File: config.mk
export PLATFORM = sky130hd
export DESIGN_NAME = hash_table_stream_wrapper
export DESIGN_NICKNAME = d
export VERILOG_FILES = /design/src/rtl/hash_table_stream_wrapper.sv
export SDC_FILE = /design/constraint.sdc
export NUM_CORES = 1
export LEC_CHECK = 0
export CAP_MARGIN = 20
export CORE_ASPECT_RATIO = 1.4
export CORE_MARGIN = 2
export CORE_UTILIZATION = 55
export DETAILED_ROUTE_END_ITERATION = 10
export PLACE_DENSITY = 0.73
export SLEW_MARGIN = 30
export SYNTH_ARGS = -nofsm -noshare
export SYNTH_HDL_FRONTEND = slang
export SYNTH_HIERARCHICAL = 1
export SYNTH_SLANG_ARGS = --single-unit
File: constraint.sdc
create_clock -name clk -period 16.14 [get_ports clk]
set_input_delay 3.228 -clock clk [delete_from_list [all_inputs] [get_ports clk]]
set_output_delay 3.228 -clock clk [all_outputs]
set_load 0.01 [all_outputs]
File: src/rtl/hash_table_stream_wrapper.sv
// Associative key/value store: searches every entry in one cycle, answers one cycle after the handshake.
// The result register holds its value until ready_i; a new command is taken when it is empty or draining.
module hash_table #(
    parameter int KEY_WIDTH        = 15,
    parameter int DATA_WIDTH       = 15,
    parameter int NUMBER_OF_TABLES = 10
) (
    input  logic                  clk,
    input  logic                  reset,
    input  logic [KEY_WIDTH-1:0]  key_i,
    input  logic [DATA_WIDTH-1:0] data_i,
    input  logic [1:0]            delete_write_read_i,
    input  logic                  valid_i,
    output logic                  ready_o,
    output logic [DATA_WIDTH-1:0] read_data_o,
    output logic                  key_already_present_o,
    output logic                  no_element_found_o,
    output logic                  no_write_space_o,
    output logic                  no_deletion_target_o,
    output logic                  valid_o,
    input  logic                  ready_i
);
    localparam int IW = (NUMBER_OF_TABLES > 1) ? $clog2(NUMBER_OF_TABLES) : 1;

    logic [NUMBER_OF_TABLES-1:0] used_q, used_d;
    logic [KEY_WIDTH-1:0]        key_q [NUMBER_OF_TABLES];
    logic [KEY_WIDTH-1:0]        key_d [NUMBER_OF_TABLES];
    logic [DATA_WIDTH-1:0]       val_q [NUMBER_OF_TABLES];
    logic [DATA_WIDTH-1:0]       val_d [NUMBER_OF_TABLES];
    logic                        res_vld_q, res_vld_d;
    logic [DATA_WIDTH-1:0]       res_dat_q, res_dat_d;
    logic [3:0]                  res_flg_q, res_flg_d;
    logic                        hit, free;
    logic [IW-1:0]               hit_idx, free_idx;

    always_comb begin
        hit      = 1'b0;
        hit_idx  = '0;
        free     = 1'b0;
        free_idx = '0;
        for (int i = 0; i < NUMBER_OF_TABLES; i++) begin
            if (used_q[i] && key_q[i] == key_i && !hit) begin
                hit     = 1'b1;
                hit_idx = IW'(i);
            end
            if (!used_q[i] && !free) begin
                free     = 1'b1;
                free_idx = IW'(i);
            end
        end
    end

    assign ready_o = !res_vld_q || ready_i;

    // Flag order: [3] key present, [2] not found, [1] no space, [0] no delete target.
    always_comb begin
        used_d    = used_q;
        key_d     = key_q;
        val_d     = val_q;
        res_vld_d = res_vld_q && !ready_i;
        res_dat_d = res_dat_q;
        res_flg_d = res_flg_q;
        if (valid_i && ready_o) begin
            res_vld_d = 1'b1;
            res_dat_d = '0;
            res_flg_d = '0;
            case (delete_write_read_i)
                2'b00: begin
                    if (hit) res_dat_d = val_q[hit_idx];
                    else     res_flg_d[2] = 1'b1;
                end
                2'b01: begin
                    if (hit) begin
                        res_flg_d[3] = 1'b1;
                    end else if (free) begin
                        used_d[free_idx] = 1'b1;
                        key_d[free_idx]  = key_i;
                        val_d[free_idx]  = data_i;
                    end else begin
                        res_flg_d[1] = 1'b1;
                    end
                end
                2'b10: begin
                    if (hit) used_d[hit_idx] = 1'b0;
                    else     res_flg_d[0] = 1'b1;
                end
                default: ;
            endcase
        end
    end

    always_ff @(posedge clk or posedge reset) begin
        if (reset) begin
            used_q    <= '0;
            res_vld_q <= 1'b0;
            res_dat_q <= '0;
            res_flg_q <= '0;
            for (int i = 0; i < NUMBER_OF_TABLES; i++) begin
                key_q[i] <= '0;
                val_q[i] <= '0;
            end
        end else begin
            used_q    <= used_d;
            key_q     <= key_d;
            val_q     <= val_d;
            res_vld_q <= res_vld_d;
            res_dat_q <= res_dat_d;
            res_flg_q <= res_flg_d;
        end
    end

    assign valid_o               = res_vld_q;
    assign read_data_o           = res_dat_q;
    assign key_already_present_o = res_flg_q[3];
    assign no_element_found_o    = res_flg_q[2];
    assign no_write_space_o      = res_flg_q[1];
    assign no_deletion_target_o  = res_flg_q[0];
endmodule

// First-word-fall-through FIFO: a push is visible at the head one cycle later.
// Pushes into a full FIFO are ignored; pop_dat_o reads zero while empty.
module stream_fifo #(
    parameter int W     = 32,
    parameter int DEPTH = 4
) (
    input  logic                     clk,
    input  logic                     reset,
    input  logic                     push_vld_i,
    input  logic [W-1:0]             push_dat_i,
    output logic                     full_o,
    output logic                     pop_vld_o,
    input  logic                     pop_rdy_i,
    output logic [W-1:0]             pop_dat_o,
    output logic [$clog2(DEPTH):0]   count_o
);
    localparam int AW = $clog2(DEPTH);

    logic [W-1:0]  mem_q [DEPTH];
    logic [W-1:0]  mem_d [DEPTH];
    logic [AW-1:0] wr_q, wr_d, rd_q, rd_d;
    logic [AW:0]   cnt_q, cnt_d;
    logic          do_push, do_pop;

    assign full_o    = cnt_q[AW];
    assign pop_vld_o = |cnt_q;
    assign pop_dat_o = pop_vld_o ? mem_q[rd_q] : '0;
    assign count_o   = cnt_q;
    assign do_push   = push_vld_i && !full_o;
    assign do_pop    = pop_rdy_i && pop_vld_o;

    // Power-of-two depth lets both pointers wrap by plain overflow.
    always_comb begin
        mem_d = mem_q;
        wr_d  = wr_q;
        rd_d  = rd_q;
        cnt_d = cnt_q;
        if (do_push) begin
            mem_d[wr_q] = push_dat_i;
            wr_d        = wr_q + 1'b1;
        end
        if (do_pop) rd_d = rd_q + 1'b1;
        case ({do_push, do_pop})
            2'b10:   cnt_d = cnt_q + 1'b1;
            2'b01:   cnt_d = cnt_q - 1'b1;
            default: ;
        endcase
    end

    always_ff @(posedge clk or posedge reset) begin
        if (reset) begin
            wr_q  <= '0;
            rd_q  <= '0;
            cnt_q <= '0;
            for (int i = 0; i < DEPTH; i++) mem_q[i] <= '0;
        end else begin
            mem_q <= mem_d;
            wr_q  <= wr_d;
            rd_q  <= rd_d;
            cnt_q <= cnt_d;
        end
    end
endmodule

// Streaming front end for hash_table: skid-registered commands, credit-limited issue, in-order responses.
// Accept-to-valid is 1 + table latency + 1 (STATS: 2); output stalls hold data_o and back up to ready_o.
module hash_table_stream_wrapper #(
    parameter int KEY_WIDTH        = 15,
    parameter int DATA_WIDTH       = 15,
    parameter int NUMBER_OF_TABLES = 10,
    parameter int OUT_WIDTH        = 32,
    parameter int FIFO_DEPTH       = 4
) (
    input  logic                              clk,
    input  logic                              reset,
    input  logic [2+KEY_WIDTH+DATA_WIDTH-1:0] data_i,
    input  logic                              valid_i,
    output logic                              ready_o,
    output logic [OUT_WIDTH-1:0]              data_o,
    output logic                              valid_o,
    input  logic                              ready_i,
    output logic [DATA_WIDTH-1:0]             err_count_o,
    output logic [$clog2(FIFO_DEPTH):0]       in_flight_o
);
    localparam int CW = 2 + KEY_WIDTH + DATA_WIDTH;
    localparam int FW = OUT_WIDTH - 4 - DATA_WIDTH;
    localparam int IW = $clog2(FIFO_DEPTH) + 1;

    logic                  live_q, live_d;
    logic                  cmd_vld_q, cmd_vld_d;
    logic [CW-1:0]         cmd_dat_q, cmd_dat_d;
    logic [IW-1:0]         in_flight_q, in_flight_d;
    logic [DATA_WIDTH-1:0] err_q, err_d;
    logic [1:0]            op;
    logic                  table_op, credit, issue, stats_go, drain, capture, push;
    logic [IW:0]           occupancy;
    logic [OUT_WIDTH-1:0]  push_dat;
    logic                  ht_vld_i, ht_rdy_o, ht_vld_o, ht_rdy_i;
    logic [DATA_WIDTH-1:0] ht_rdata;
    logic [3:0]            ht_flags;
    logic                  fifo_full;
    logic [IW-1:0]         fifo_cnt;

    assign op        = cmd_dat_q[CW-1 -: 2];
    assign table_op  = (op != 2'b11);
    // Every issued command owns a FIFO slot, so results never meet a full FIFO.
    assign occupancy = {1'b0, in_flight_q} + {1'b0, fifo_cnt};
    assign credit    = occupancy < (IW+1)'(FIFO_DEPTH);
    assign ht_vld_i  = cmd_vld_q && table_op && credit;
    assign issue     = ht_vld_i && ht_rdy_o;
    assign stats_go  = cmd_vld_q && !table_op && (in_flight_q == '0) && !fifo_full;
    assign drain     = issue || stats_go;
    assign ready_o   = live_q && (!cmd_vld_q || drain);
    assign ht_rdy_i  = !fifo_full;
    assign capture   = ht_vld_o && ht_rdy_i;
    assign push      = capture || stats_go;
    // An all-zero fill field marks a STATS word.
    assign push_dat  = capture ? {ht_flags, {FW{1'b1}}, ht_rdata}
                               : {4'b0000, {FW{1'b0}}, err_q};

    always_comb begin
        live_d      = 1'b1;
        cmd_vld_d   = cmd_vld_q;
        cmd_dat_d   = cmd_dat_q;
        in_flight_d = in_flight_q;
        err_d       = err_q;
        if (valid_i && ready_o) begin
            cmd_vld_d = 1'b1;
            cmd_dat_d = data_i;
        end else if (drain) begin
            cmd_vld_d = 1'b0;
        end
        case ({issue, capture})
            2'b10:   in_flight_d = in_flight_q + 1'b1;
            2'b01:   in_flight_d = in_flight_q - 1'b1;
            default: ;
        endcase
        if (stats_go)
            err_d = '0;
        else if (capture && (|ht_flags) && !(&err_q))
            err_d = err_q + 1'b1;
    end

    always_ff @(posedge clk or posedge reset) begin
        if (reset) begin
            live_q      <= 1'b0;
            cmd_vld_q   <= 1'b0;
            cmd_dat_q   <= '0;
            in_flight_q <= '0;
            err_q       <= '0;
        end else begin
            live_q      <= live_d;
            cmd_vld_q   <= cmd_vld_d;
            cmd_dat_q   <= cmd_dat_d;
            in_flight_q <= in_flight_d;
            err_q       <= err_d;
        end
    end

    assign err_count_o = err_q;
    assign in_flight_o = in_flight_q;

    hash_table #(
        .KEY_WIDTH       (KEY_WIDTH),
        .DATA_WIDTH      (DATA_WIDTH),
        .NUMBER_OF_TABLES(NUMBER_OF_TABLES)
    ) u_table (
        .clk                  (clk),
        .reset                (reset),
        .key_i                (cmd_dat_q[DATA_WIDTH +: KEY_WIDTH]),
        .data_i               (cmd_dat_q[DATA_WIDTH-1:0]),
        .delete_write_read_i  (op),
        .valid_i              (ht_vld_i),
        .ready_o              (ht_rdy_o),
        .read_data_o          (ht_rdata),
        .key_already_present_o(ht_flags[3]),
        .no_element_found_o   (ht_flags[2]),
        .no_write_space_o     (ht_flags[1]),
        .no_deletion_target_o (ht_flags[0]),
        .valid_o              (ht_vld_o),
        .ready_i              (ht_rdy_i)
    );

    stream_fifo #(
        .W    (OUT_WIDTH),
        .DEPTH(FIFO_DEPTH)
    ) u_out_fifo (
        .clk       (clk),
        .reset     (reset),
        .push_vld_i(push),
        .push_dat_i(push_dat),
        .full_o    (fifo_full),
        .pop_vld_o (valid_o),
        .pop_rdy_i (ready_i),
        .pop_dat_o (data_o),
        .count_o   (fifo_cnt)
    );

    a_no_result_drop: assert property (@(posedge clk) disable iff (reset) ht_vld_o |-> ht_rdy_i);
endmodule

# Yosys cells after proc, flatten, opt, wreduce, memory -nomap -nowiden
# Index checks and enable logic that the tools add are counted.
dict set report totals {
  regBits 517
  inputBits 36
  output_inout_bits 52
}
dict set report op_classes {
  n_addsub 8
  magnitude_cmp 11
  eq_ne 20
  muxes 78
  bitwise_logic 8
  n_reduce_logical 93
}
# cell n
set ops {}
lappend ops {{$bwmux 150} 2}
lappend ops {{$mux 32} 5}
lappend ops {{$eq 15x15->1} 10}
lappend ops {{$bwmux 128} 1}
lappend ops {{$mux 15} 7}
lappend ops {{$bmux 32 s2} 1}
lappend ops {{$demux 32 s2} 1}
lappend ops {{$bmux 15 s4} 1}
lappend ops {{$demux 15 s4} 1}
lappend ops {{$logic_and 1x1->1} 46}
lappend ops {{$mux 1} 35}
lappend ops {{$logic_not 1->1} 31}
lappend ops {{$mux 10} 3}
lappend ops {{$mux 3} 8}
lappend ops {{$pmux 10 s2} 1}
lappend ops {{$mux 4} 4}
lappend ops {{$add 15x1->15 const B} 1}
lappend ops {{$reduce_and 15->1} 1}
lappend ops {{$pmux 3 s2} 2}
lappend ops {{$and 10x10->10} 1}
lappend ops {{$ge 5x5->1 const B} 2}
lappend ops {{$lt 4x5->1 const B} 2}
lappend ops {{$not 10->10} 1}
lappend ops {{$not 4->5} 2}
lappend ops {{26 further kinds} 49}

# Logic depth before layout (Yosys ltp)
# Gate-level depths: netlist (run 1).
dict set report depth {
  depth_word 38
  ltp_mapped 13
  depth_no_buf 11
}

# Modules after synthesis
# The synthesis (run 1) kept the hierarchy.
# mod n_inst cells_per_inst area_per_inst_um2
set modules_own_cells {}
lappend modules_own_cells {hash_table 1 1316 16168.0}
lappend modules_own_cells {stream_fifo 1 384 6263.5}
lappend modules_own_cells {hash_table_stream_wrapper 1 223 2816.5}

# Least setup slack after synthesis (run 1)
# No wires, ideal clock.
dict set report synth_path {
  path_type {register to output}
  start {register u_out_fifo.cnt_q[2] (netlist: u_out_fifo/count_o[2])}
  end {output ready_o}
  t_arrival_ns 1.556
  setup_slack_ns 11.356
  path_stages_with_launch 7
  n_path_buf 1
  path_cell_list {dfrtp_1 buf_4 ha_1 nor4b_4 nand4_2 nand3_1 and2_1}
}
dict set report synth_between {
  elab_chain_cells 7
  elab_cells_between_ends 10
  cone_classes {add/sub (1); order compare (1); reduce/logical (8)}
}
# element line
set synth_lines {}
lappend synth_lines {{from (decl)} 141} ;# logic [AW:0] cnt_q, cnt_d;
lappend synth_lines {{from (signal assigned)} 179} ;# cnt_q <= cnt_d;
lappend synth_lines {{$add 3x3->4} 226} ;# assign occupancy = {1'b0, in_flight_q} + {1'b0, fifo_cnt};
lappend synth_lines {{$lt 4x3->1} 227} ;# assign credit = occupancy < (IW+1)'(FIFO_DEPTH);
lappend synth_lines {{$logic_and 1x1->1} 228} ;# assign ht_vld_i = cmd_vld_q && table_op && credit;
lappend synth_lines {{$logic_and 1x1->1} 229} ;# assign issue = ht_vld_i && ht_rdy_o;
lappend synth_lines {{$logic_or 1x1->1 *} 231} ;# assign drain = issue || stats_go;
lappend synth_lines {{$logic_or 1x1->1 *} 232} ;# assign ready_o = live_q && (!cmd_vld_q || drain);
lappend synth_lines {{$logic_and 1x1->1 *} 232}
lappend synth_lines {{to (decl)} 197} ;# output logic ready_o,
# Every way passes the cells marked *; elsewhere a longest branch is shown, timed or not.

# Worst setup path after layout (run 1)
dict set report layout_path {
  start {register u_out_fifo.rd_q[0]}
  end {output data_o[31]}
}
dict set report layout_between {
  elab_chain_cells 5
}
# element line
set layout_lines {}
lappend layout_lines {{from (decl)} 140} ;# logic [AW-1:0] wr_q, wr_d, rd_q, rd_d;
lappend layout_lines {{from (signal assigned)} 178} ;# rd_q <= rd_d;
lappend layout_lines {{$not 2->3 (implied by the code)} 146} ;# assign pop_dat_o = pop_vld_o ? mem_q[rd_q] : '0;
lappend layout_lines {{$bmux 32 s2} 146}
lappend layout_lines {{$mux 32 (implied by the code) (2 in series)} 146}
lappend layout_lines {{$mux 32} 146}
lappend layout_lines {{to (decl)} 198} ;# output logic [OUT_WIDTH-1:0] data_o,
# Every way passes these cells. The select of a mux whose other input is x is not followed.

==> qor.csv, run 1 <==
stage;metric;value;unit
status;run status;finished clean;
global_route;global-route wire length before repair;91.8;mm
cells_and_area;count of antenna diodes in the layout;0;
detailed_routing;met3 layer wire length in the routed design;2.29;mm
global_route;Global Route Usage Sum;24.6;%
global_route;maximum number of pins on one net before global-route repair;121;
cells_and_area;core utilization of the finished layout;61.9;%
floorplanning;number of ports placed on the die boundary;88;
sta;RSZ-0062 raised after global routing;false;
logic_synthesis;number of distinct library cell variants in the gate-level netlist after synthesis;81;
worst_setup_path;Worst Path Required;12.91;ns
detailed_routing;number of design rule violations left after detail routing;0;
detailed_routing;drt total wl;57.5;mm
cells_and_area;layout-stage area growth over the synthesis result;10.8;%
worst_setup_path;critical path, cell by cell;buf_4 -> mux4_1 -> and2_1 -> clkdlybuf4s50_1;
detailed_routing;vias post-DR;15900;
global_route;vias in the first global route;16600;
logic_synthesis;synthesized netlist net count;1970;
cts;clock tree from TritonCTS;yes;
worst_setup_path;largest stage delay on the critical path;0.62;ns
cells_and_area;share of post-route cells with drive strength above 1;32.0;%
sta;number of setup violations in the final report;0;
floorplanning;initial cell density of the core;55.8;%
cts;worst skew pair latency;0.58;ns
cts;number of buffers added to fix hold violations after cts;0;
power;static leakage power;12.8;nW
cells_and_area;post-layout net count;2001;
power;peak supply drop;94.6;uV
logic_synthesis;mean area per synthesized cell;13.1;sq um
detailed_routing;met1 routed wirelength after detailed routing;23.0;mm
sta;final worst path period need;6.15;ns
worst_setup_path;slowest cell on the critical path;sky130_fd_sc_hd__dfrtp_2;
worst_hold_path;class of the tightest hold or removal check;flip-flop to flip-flop;
sta;slew at the pin closest to its max-slew limit;0.981;ns
detailed_routing;Final ANT Viol Nets;0;
sta;fraction of the cycle the final worst path needs;38.1;%
cts;CTS resizes;0;
sta;achievable clock frequency;0.162;GHz
global_route;antenna violations before repair;0;
logic_synthesis;fraction of the mapped netlist area in simple logic gates;9.21;%
logic_synthesis;dominant combinational cell family by area after synthesis;multiplexers;
placed_design;number of input and output port buffers inserted;87;
detailed_routing;routed via count divided by cell count;6.10;
placed_design;routability congestion estimate;0.819;
sta;sum of negative setup slack;0;ns
cts;clock transition time at the flip-flop clock pins of the worst setup and hold paths;0.06;ns
logic_synthesis;Synth Area in XOR/XNOR;5.55;%
detailed_routing;routed wire length on met2;30.0;mm
sta;Final Skew;0.0164;ns
cts;number of buffers created by CTS;50;
logic_synthesis;register bit total from synthesis;517;
worst_setup_path;type of the worst setup path;flip-flop to primary output;
logic_synthesis;top_reg_cell synth;sky130_fd_sc_hd__dfrtp_1;
floorplanning;Die H;258;microns
sta;Final Hold Violating Endpoints;0;
sta;count of final max-slew check failures;0;
worst_setup_path;largest fanout on the critical path;22;
cts;Root Buffer;sky130_fd_sc_hd__clkbuf_16;
detailed_routing;top layer in use;met4;
logic_synthesis;synthesized instance count;1923;
logic_synthesis;cell area after technology mapping;25200;sq um
cts;maximum clock insertion buffer count;3;
floorplanning;total core area;45200;sq um
placed_design;sum of net half-perimeters after detailed placement;38.0;mm
worst_setup_path;arrival time worst endpoint;2.93;ns
detailed_routing;wire length per cell after detailed routing;22.1;microns
worst_setup_path;CP Capture Type;primary output;
cts;clock sink count;517;
floorplanning;horizontal die dimension;185;microns
sta;max-slew headroom at the worst pin;34.5;%
floorplanning;Row Count;92;
detailed_routing;iteration-0 DRC count of the detailed router;975;
worst_setup_path;crit-path leading delay family;buffers and inverters;
floorplanning;overall die area;47700;sq um
worst_setup_path;startpoint type of the worst setup path;flip-flop;
logic_synthesis;share of flip-flops with an asynchronous set or reset;100;%
logic_synthesis;sequential element share of the synthesized area;51.2;%
logic_synthesis;number of warning messages in the yosys log;6;
logic_synthesis;number of enable flip-flop cells after synthesis;0;
cells_and_area;number of inserted filler cells in the final layout;3492;
cts;post-CTS repair timing setup buffer count;0;
global_route;total global routing overflow;0;
logic_synthesis;Adder-Cell Fraction of Synth Area;0.605;%
logic_synthesis;mux contribution to synthesized area;25.3;%
flow_run;maximum capacitance violations;0;
worst_setup_path;count of buffering cells on the critical path with inverters included;2;
detailed_routing;number of detailed-route iterations in the first pass;5;
power;PwrDens;146;nW/um^2
cts;number of H-tree levels;2;
logic_synthesis;complex-gate fraction of the synthesized area;4.32;%
[area by class of cell]
cell class	count	area [sq um]	area share [%]
Sequential cell	517	12900	46.3
Multi-Input combinational cell	1244	11400	40.8
Inverter	21	88.8	0.317
Clock buffer	80	1550	5.55
Tap cell	611	764	2.73
Timing Repair Buffer	120	1130	4.04
Clock inverter	6	91.3	0.326
[Yosys cell counts (16+ instances only)]
| master | n | area share (%) |
|---|---|---|
| sky130_fd_sc_hd__buf_2 | 47 | 0.93 |
| sky130_fd_sc_hd__xnor2_1 | 153 | 5.3 |
| sky130_fd_sc_hd__mux2_2 | 427 | 19 |
| sky130_fd_sc_hd__o21ai_0 | 20 | 0.40 |
| sky130_fd_sc_hd__nand4_1 | 96 | 2.4 |
| sky130_fd_sc_hd__nor4_1 | 21 | 0.52 |
| sky130_fd_sc_hd__nand2_1 | 80 | 1.2 |
| sky130_fd_sc_hd__and2_1 | 48 | 1.2 |
| sky130_fd_sc_hd__a211oi_1 | 16 | 0.48 |
| sky130_fd_sc_hd__mux2_1 | 16 | 0.71 |
| sky130_fd_sc_hd__mux2i_1 | 21 | 0.83 |
| sky130_fd_sc_hd__or4_1 | 17 | 0.51 |
| sky130_fd_sc_hd__buf_6 | 18 | 0.80 |
| sky130_fd_sc_hd__inv_1 | 21 | 0.31 |
| sky130_fd_sc_hd__dfrtp_1 | 517 | 51 |
| sky130_fd_sc_hd__mux2_4 | 30 | 1.8 |
| sky130_fd_sc_hd__clkbuf_1 | 44 | 0.65 |
| sky130_fd_sc_hd__mux4_2 | 28 | 2.5 |
| sky130_fd_sc_hd__nand3_1 | 31 | 0.61 |
| sky130_fd_sc_hd__nor2_1 | 37 | 0.55 |
[worst min-delay path: stages (launching register included)]
cell	delay, ns
sky130_fd_sc_hd__dfrtp_1	0.34
sky130_fd_sc_hd__nand2_1	0.05
sky130_fd_sc_hd__nand2_1	0.05
[layout by cell type, fill, tap and decap left out, types with 31 or more instances in the layout]
cell	count
sky130_fd_sc_hd__nor2_1	35
sky130_fd_sc_hd__nand2_1	80
sky130_fd_sc_hd__nand4_1	96
sky130_fd_sc_hd__clkdlybuf4s50_1	87
sky130_fd_sc_hd__and2_1	48
sky130_fd_sc_hd__clkbuf_16	50
sky130_fd_sc_hd__nand3_1	31
sky130_fd_sc_hd__dfrtp_1	508
sky130_fd_sc_hd__mux2_2	427
sky130_fd_sc_hd__xnor2_1	153
[per-layer routing]
metal  vias up  GRT usage (%)
li1       7060              -
met1      8234           30.1
met2       417           43.8
met3       140           3.23
met4         0           9.66
met5         -              0
[power breakdown]
group	internal (mW)	switching (mW)	total [mW]
Clock	0.686	0.481	1.17
Combinational	0.576	0.555	1.13
Sequential	1.50	0.295	1.80
Total	2.77	1.33	4.10
[registers in the layout (all words and copies together) (netlist names)]
name,flops
u_table/read_data_o,15
u_out_fifo/rd_q,2
u_table/val_q,150
u_out_fifo/mem_q,128
cmd_vld_q,1
u_table/used_q,10
u_out_fifo/wr_q,2
u_out_fifo/count_o,3
u_table/key_q,150
cmd_dat_q,32
err_count_o,15
live_q,1
u_table/valid_o,1
u_table/res_flg_q,4
in_flight_o,3
[cells by family after synthesis]
family	count (synthesis)
XOR/XNOR	159
AO/OA/AOI/OAI	143
adder cells (fa/ha/maj)	11
AND/OR/NAND/NOR	404
other	1
buffers and inverters	162
multiplexers	526
flip-flops	517
[final timing paths]
check                                          endpoint  slack, ns  cells after the start               startpoint
worst max-delay path                         data_o[31]       9.99                      4       u_out_fifo/rd_q[0]
worst min-delay path            u_table/read_data_o[12]       0.48                      2  u_table/read_data_o[12]
worst max register to register       u_table/val_q[122]      11.47                     10            cmd_dat_q[25]
worst min register to register  u_table/read_data_o[12]       0.48                      2  u_table/read_data_o[12]
max in group asynchronous             u_table/val_q[32]      11.35                      3                    reset
min in group asynchronous          u_out_fifo/mem_q[48]       3.40                      2                    reset
[through the flow]
step | total power [mW] | hold WS [ns] | cells | instance area, sq um | setup WS, ns
finish | 4.10 | 0.476 | 2599 | 28000 | 9.99
global route | 4.31 | 0.498 | 2599 | 28000 | 9.78
CTS | 4.13 | 0.479 | 2598 | 28000 | 9.89
detailed placement | 2.95 | 0.464 | 2512 | 26300 | 10.48
global placement | 2.90 | 0.460 | 2512 | 26300 | 10.50
floorplan | 2.65 | 0.433 | 1923 | 25200 | 3.77
(Power assumes the default switching activity.)
==> run 2, diff against run 1 <==
==> constraint.sdc (replaced) <==
create_clock -name clk -period 5.8 [get_ports clk]
set_input_delay 1.16 -clock clk [delete_from_list [all_inputs] [get_ports clk]]
set_output_delay 1.16 -clock clk [all_outputs]
set_load 0.01 [all_outputs]
==> qor.csv, run 2 (synthesis gave the netlist of run 1 again) <==
stage;metric;value;unit;change
detailed_routing;drt total wl;59.4;mm;+3.3%
detailed_routing;vias post-DR;15800;;-0.24%
sta;setup slack after layout;1.15;ns;-8.84 ns
cts;post-CTS repair timing setup buffer count;0;;unchanged
sta;sum of negative setup slack;0;ns;unchanged
global_route;antenna violations before repair;0;;unchanged
cts;number of H-tree levels;2;;unchanged
cts;clock transition time at the flip-flop clock pins of the worst setup and hold paths;0.06;ns;about the same
placed_design;number of input and output port buffers inserted;87;;unchanged
placed_design;routability congestion estimate;0.830;;+1.3%
floorplanning;initial cell density of the core;55.8;%;unchanged
worst_setup_path;arrival time worst endpoint;5.11;ns;+2.18 ns
worst_setup_path;largest fanout on the critical path;21;;-4.5%
sta;number of setup violations in the final report;0;;unchanged
cells_and_area;count of antenna diodes in the layout;0;;unchanged
cells_and_area;most used cells in the layout excluding fill and tap cells;sky130_fd_sc_hd__dfrtp_1, sky130_fd_sc_hd__mux2_2, sky130_fd_sc_hd__xnor2_1;;
cts;clock tree from TritonCTS;yes;;
cts;clock sink count;517;;unchanged
sta;max-slew headroom at the worst pin;29.8;%;-4.7 points
cts;CTS resizes;0;;unchanged
cts;number of buffers created by CTS;51;;+2.0%
global_route;vias in the first global route;16800;;+0.84%
global_route;Global Route Usage Sum;25.5;%;+0.95 points
sta;Final Hold Slack;0.468;ns;-0.00751 ns
worst_setup_path;CP Capture Type;flip-flop;;
cells_and_area;most common cell after layout, fill and taps aside;sky130_fd_sc_hd__dfrtp_1;;
sta;slew at the pin closest to its max-slew limit;1.05;ns;+0.0686 ns
sta;Final Skew;0.0352;ns;+0.0188 ns
power;PwrDens;412;nW/um^2;+180%
cts;number of buffers added to fix hold violations after cts;0;;unchanged
sta;Final Hold Violating Endpoints;0;;unchanged
cells_and_area;registers with the most flip-flops;u_table/key_q x150, u_table/val_q x150, u_out_fifo/mem_q x128;;
cells_and_area;share of post-route cells with drive strength above 1;32.3;%;+0.22 points
floorplanning;number of ports placed on the die boundary;88;;unchanged
detailed_routing;number of detailed-route iterations in the first pass;7;;+2
sta;RSZ-0062 raised after global routing;false;;
placed_design;number of instances in the placed design;2519;;+0.28%
power;Tot Pwr;11.6;mW;+180%
power;static leakage power;12.9;nW;+0.67%
cells_and_area;post-layout net count;2008;;+0.35%
detailed_routing;Final ANT Viol Nets;0;;unchanged
worst_setup_path;startpoint type of the worst setup path;flip-flop;;
cts;maximum clock insertion buffer count;3;;unchanged
cells_and_area;layout-stage area growth over the synthesis result;11.5;%;
floorplanning;horizontal die dimension;185;microns;unchanged
detailed_routing;iteration-0 DRC count of the detailed router;1105;;+13%
cells_and_area;sequential cell area;12900;sq um;about the same
cts;worst skew pair latency;0.60;ns;+0.02 ns
worst_setup_path;Worst Path Required;6.26;ns;-6.65 ns
placed_design;sum of net half-perimeters after detailed placement;39.6;mm;+4.2%
detailed_routing;wire length per cell after detailed routing;22.8;microns;+2.8%
global_route;global-route wire length before repair;94.9;mm;+3.4%
floorplanning;Row Count;92;;unchanged
flow_run;maximum capacitance violations;0;;unchanged
status;run status;finished clean;;
detailed_routing;routed via count divided by cell count;6.06;;-0.66%
floorplanning;Die H;258;microns;unchanged
power;peak supply drop;366;uV;+290%
global_route;maximum number of pins on one net before global-route repair;140;;+16%
sta;achievable clock frequency;0.215;GHz;
floorplanning;total core area;45200;sq um;unchanged
sta;fraction of the cycle the final worst path needs;80.2;%;
cells_and_area;area of the multi-input gates;11400;sq um;+0.14%
detailed_routing;number of design rule violations left after detail routing;0;;unchanged
sta;count of final max-slew check failures;0;;unchanged
global_route;total global routing overflow;0;;unchanged
floorplanning;overall die area;47700;sq um;unchanged
cells_and_area;Layout Cells excl Fill;2610;;+0.42%
cts;Root Buffer;sky130_fd_sc_hd__clkbuf_16;;
cells_and_area;number of inserted filler cells in the final layout;3490;;-0.057%
worst_setup_path;type of the worst setup path;flip-flop to flip-flop;;
placed_design;Setup WS pre-CTS;1.25;ns;-9.23 ns
worst_hold_path;class of the tightest hold or removal check;flip-flop to flip-flop;;
sta;final worst path period need;4.65;ns;
run 2: area by class of cell:
type / count / area share [%]
inverter: 21 / 0.302
clock inverter: 16 / 0.818
multi-input combinational: 1244 / 40.6
sequential: 517 / 46.0
tap: 611 / 2.72
timing repair buffer: 126 / 4.31
clock buffer: 75 / 5.32
run 2: path summary, 6_finish.rpt:
path / start / endpoint / slack [ns] / depth (start not counted)
min reg2reg: u_table/read_data_o[9] / u_table/read_data_o[9] / 0.47 / 2
min in group asynchronous: reset / u_out_fifo/mem_q[111] / 1.10 / 2
max reg2reg: cmd_dat_q[20] / u_table/read_data_o[11] / 1.15 / 9
max: cmd_dat_q[20] / u_table/read_data_o[11] / 1.15 / 9
max in group asynchronous: reset / u_table/key_q[147] / 3.28 / 4
min: u_table/read_data_o[9] / u_table/read_data_o[9] / 0.47 / 2
run 2: worst max-delay path, stage by stage (launching register included):
cell                        delay (ns)
sky130_fd_sc_hd__dfrtp_1          0.98
sky130_fd_sc_hd__xnor2_1          0.27
sky130_fd_sc_hd__nand4_1          0.16
sky130_fd_sc_hd__nor4_1           0.69
sky130_fd_sc_hd__a211oi_1         0.25
sky130_fd_sc_hd__o21bai_1         0.73
sky130_fd_sc_hd__nand3_1          0.71
sky130_fd_sc_hd__or3_1            0.52
sky130_fd_sc_hd__o2111ai_1        0.10
sky130_fd_sc_hd__nand2_1          0.09
run 2: power by group:
part,total [mW],internal [mW],leakage [nW],switching [mW]
sequential,5.19,4.17,7.05,1.02
combinational,2.97,1.60,4.96,1.37
clock,3.42,2.01,0.852,1.41
total,11.6,7.79,12.9,3.80
run 2: metrics by stage:
step,area [sq um],util (%)
after floorplan,25300,-
after CTS,28100,62.2
after detailed placement,26400,58.4
after global routing,28200,62.2
final,28200,62.2
after global placement,26400,58.4
run 2: per-layer routing:
metal | routed length (microns) | track usage, %
met2 | 30500 | 44.8
met5 | 0 | 0
met1 | 24200 | 32.0
met3 | 2470 | 3.27
met4 | 2290 | 9.99
==> run 3, diff against run 2 <==
==> constraint.sdc (replaced) <==
create_clock -name clk -period 4.5 [get_ports clk]
set_input_delay 0.9 -clock clk [delete_from_list [all_inputs] [get_ports clk]]
set_output_delay 0.9 -clock clk [all_outputs]
set_load 0.01 [all_outputs]
==> qor.csv, run 3 (synthesis gave the netlist of run 1 again) <==
stage;metric;value;unit;change
detailed_routing;iteration-0 DRC count of the detailed router;1080;;-2.3%
worst_hold_path;class of the tightest hold or removal check;flip-flop to flip-flop;;
power;peak supply drop;437;uV;+19%
cts;Root Buffer;sky130_fd_sc_hd__clkbuf_16;;
detailed_routing;met3 layer wire length in the routed design;2.55;mm;+3.4%
placed_design;area after detailed placement;26700;sq um;+1.2%
detailed_routing;routed via count divided by cell count;6.12;;+1.1%
cts;maximum clock insertion buffer count;3;;unchanged
worst_hold_path;hold path start;u_table/val_q[8];;
cells_and_area;layout-stage area growth over the synthesis result;12.4;%;
cells_and_area;Layout Cells excl Fill;2640;;+1.1%
worst_setup_path;slowest cell on the critical path;sky130_fd_sc_hd__dfrtp_1;;
floorplanning;overall die area;47700;sq um;unchanged
placed_design;sum of net half-perimeters after detailed placement;39.6;mm;about the same
detailed_routing;wire length per cell after detailed routing;22.6;microns;-0.58%
detailed_routing;vias post-DR;16200;;+2.2%
cells_and_area;post-layout net count;2040;;+1.6%
cells_and_area;most used cells in the layout excluding fill and tap cells;sky130_fd_sc_hd__dfrtp_1, sky130_fd_sc_hd__mux2_2, sky130_fd_sc_hd__xnor2_1;;
worst_setup_path;Worst Reg-to-Reg Cells;9;;unchanged
global_route;vias in the first global route;17100;;+1.9%
floorplanning;initial cell density of the core;55.8;%;unchanged
floorplanning;Die H;258;microns;unchanged
sta;number of setup violations in the final report;0;;unchanged
cts;post-CTS repair timing setup buffer count;0;;unchanged
detailed_routing;Final ANT Viol Nets;0;;unchanged
cells_and_area;most common cell after layout, fill and taps aside;sky130_fd_sc_hd__dfrtp_1;;
sta;count of final max-slew check failures;0;;unchanged
worst_setup_path;critical path startpoint;cmd_dat_q[19];;
global_route;Global Route Usage Sum;25.6;%;+0.051 points
sta;Final Hold Violating Endpoints;0;;unchanged
sta;final worst path period need;4.09;ns;-0.561 ns
global_route;global-route wire length before repair;94.9;mm;about the same
status;run status;finished clean;;
cells_and_area;share of post-route cells with drive strength above 1;33.0;%;+0.76 points
sta;RSZ-0062 raised after global routing;false;;
cts;worst skew pair latency;0.57;ns;-0.03 ns
worst_setup_path;type of the worst setup path;flip-flop to flip-flop;;
cells_and_area;count of antenna diodes in the layout;0;;unchanged
detailed_routing;routed wire length on met2;31.3;mm;+2.7%
global_route;total global routing overflow;0;;unchanged
worst_setup_path;startpoint of the most critical register-to-register path;cmd_dat_q[19];;
detailed_routing;met1 routed wirelength after detailed routing;23.5;mm;-2.9%
floorplanning;horizontal die dimension;185;microns;unchanged
sta;Final Skew;0.0173;ns;-0.0180 ns
detailed_routing;number of design rule violations left after detail routing;0;;unchanged
floorplanning;Row Count;92;;unchanged
sta;max-slew headroom at the worst pin;40.4;%;+11 points
floorplanning;total core area;45200;sq um;unchanged
cells_and_area;final std cell area, no fill;28400;sq um;+0.79%
floorplanning;number of ports placed on the die boundary;88;;unchanged
sta;achievable clock frequency;0.245;GHz;+14%
worst_setup_path;arrival time worst endpoint;4.54;ns;-0.57 ns
worst_hold_path;Hold Crit Depth;1;;-1
placed_design;routability congestion estimate;0.910;;+9.6%
power;static leakage power;13.0;nW;+1.2%
worst_setup_path;worst-case register-to-register setup slack;0.41;ns;-0.74 ns
detailed_routing;drt total wl;59.7;mm;+0.56%
flow_run;maximum capacitance violations;0;;unchanged
placed_design;number of instances in the placed design;2551;;+1.3%
worst_setup_path;Worst Path Required;4.95;ns;-1.31 ns
cts;number of H-tree levels;2;;unchanged
cells_and_area;registers with the most flip-flops;u_table/key_q x150, u_table/val_q x150, u_out_fifo/mem_q x128;;
detailed_routing;number of detailed-route iterations in the first pass;5;;-2
worst_setup_path;startpoint type of the worst setup path;flip-flop;;
worst_setup_path;critical path, cell by cell;xnor2_1 -> nand4_1 -> or4_1 -> and4_1 -> nand3_1 -> or2_1 -> nor3_4 -> buf_4 -> mux2_2;;
worst_setup_path;CP Capture Type;flip-flop;;
worst_setup_path;largest stage delay on the critical path;0.91;ns;-0.07 ns
cts;clock tree from TritonCTS;yes;;
worst_setup_path;largest fanout on the critical path;21;;unchanged
cts;CTS resizes;0;;unchanged
sta;fraction of the cycle the final worst path needs;90.9;%;+11 points
cts;number of buffers added to fix hold violations after cts;0;;unchanged
power;PwrDens;524;nW/um^2;+27%
sta;slew at the pin closest to its max-slew limit;0.886;ns;-0.164 ns
global_route;maximum number of pins on one net before global-route repair;89;;-36%
cts;clock sink count;517;;unchanged
cts;number of buffers created by CTS;50;;-2.0%
placed_design;number of input and output port buffers inserted;87;;unchanged
detailed_routing;top layer in use;met4;;
power;Tot Pwr;14.9;mW;+28%
global_route;antenna violations before repair;0;;unchanged
cts;clock transition time at the flip-flop clock pins of the worst setup and hold paths;0.06;ns;about the same
==> run 3: worst max-delay path: cells and delay by family (launching register included) <==
family / cells / cell delay [ns]
buffers and inverters: 1 / 0.45
AND/OR/NAND/NOR: 6 / 1.98
multiplexers: 1 / 0.38
XOR/XNOR: 1 / 0.22
flip-flops: 1 / 0.91
==> run 3: cell type report <==
type | instances | area (sq um)
tap | 611 | 764
clock buffer | 67 | 1400
sequential | 517 | 12900
clock inverter | 21 | 213
timing repair buffer | 159 | 1560
inverter | 21 | 86.3
fill | 3437 | 16900
multi-input combinational | 1244 | 11400
==> run 3: report_power, final <==
group / internal [mW] / total [mW] / switching, mW
registers: 5.39 / 6.18 / 0.788
clock network: 2.40 / 4.16 / 1.75
logic: 2.17 / 4.52 / 2.35
==> run 3: path summary, 6_finish.rpt <==
kind                                   endpoint
setup / recovery              u_table/val_q[18]
hold / removal                 u_table/val_q[8]
setup reg to reg              u_table/val_q[18]
hold reg to reg                u_table/val_q[8]
max in group asynchronous     u_table/val_q[63]
min in group asynchronous  u_out_fifo/mem_q[54]
==> run 3: metal layers <==
layer,track usage (%),up-vias
met5,0,-
met4,11.2,0
met3,3.20,145
met2,45.6,466
met1,30.9,8403
li1,-,7153
==> run 3: stage by stage <==
stage / hold WS, ns / setup WS [ns] / TNS, ns / util (%)
4_1_cts: 0.489 / 0.434 / 0 / 62.6
3_5_place_dp: 0.471 / 0.484 / 0 / 59.1
5_1_grt: 0.505 / 0.183 / 0 / 62.7
2_1_floorplan: 0.433 / -0.807 / -266.20 / -
3_3_place_gp: 0.458 / 0.566 / 0 / 59.0
6_report: 0.488 / 0.410 / 0 / 62.7
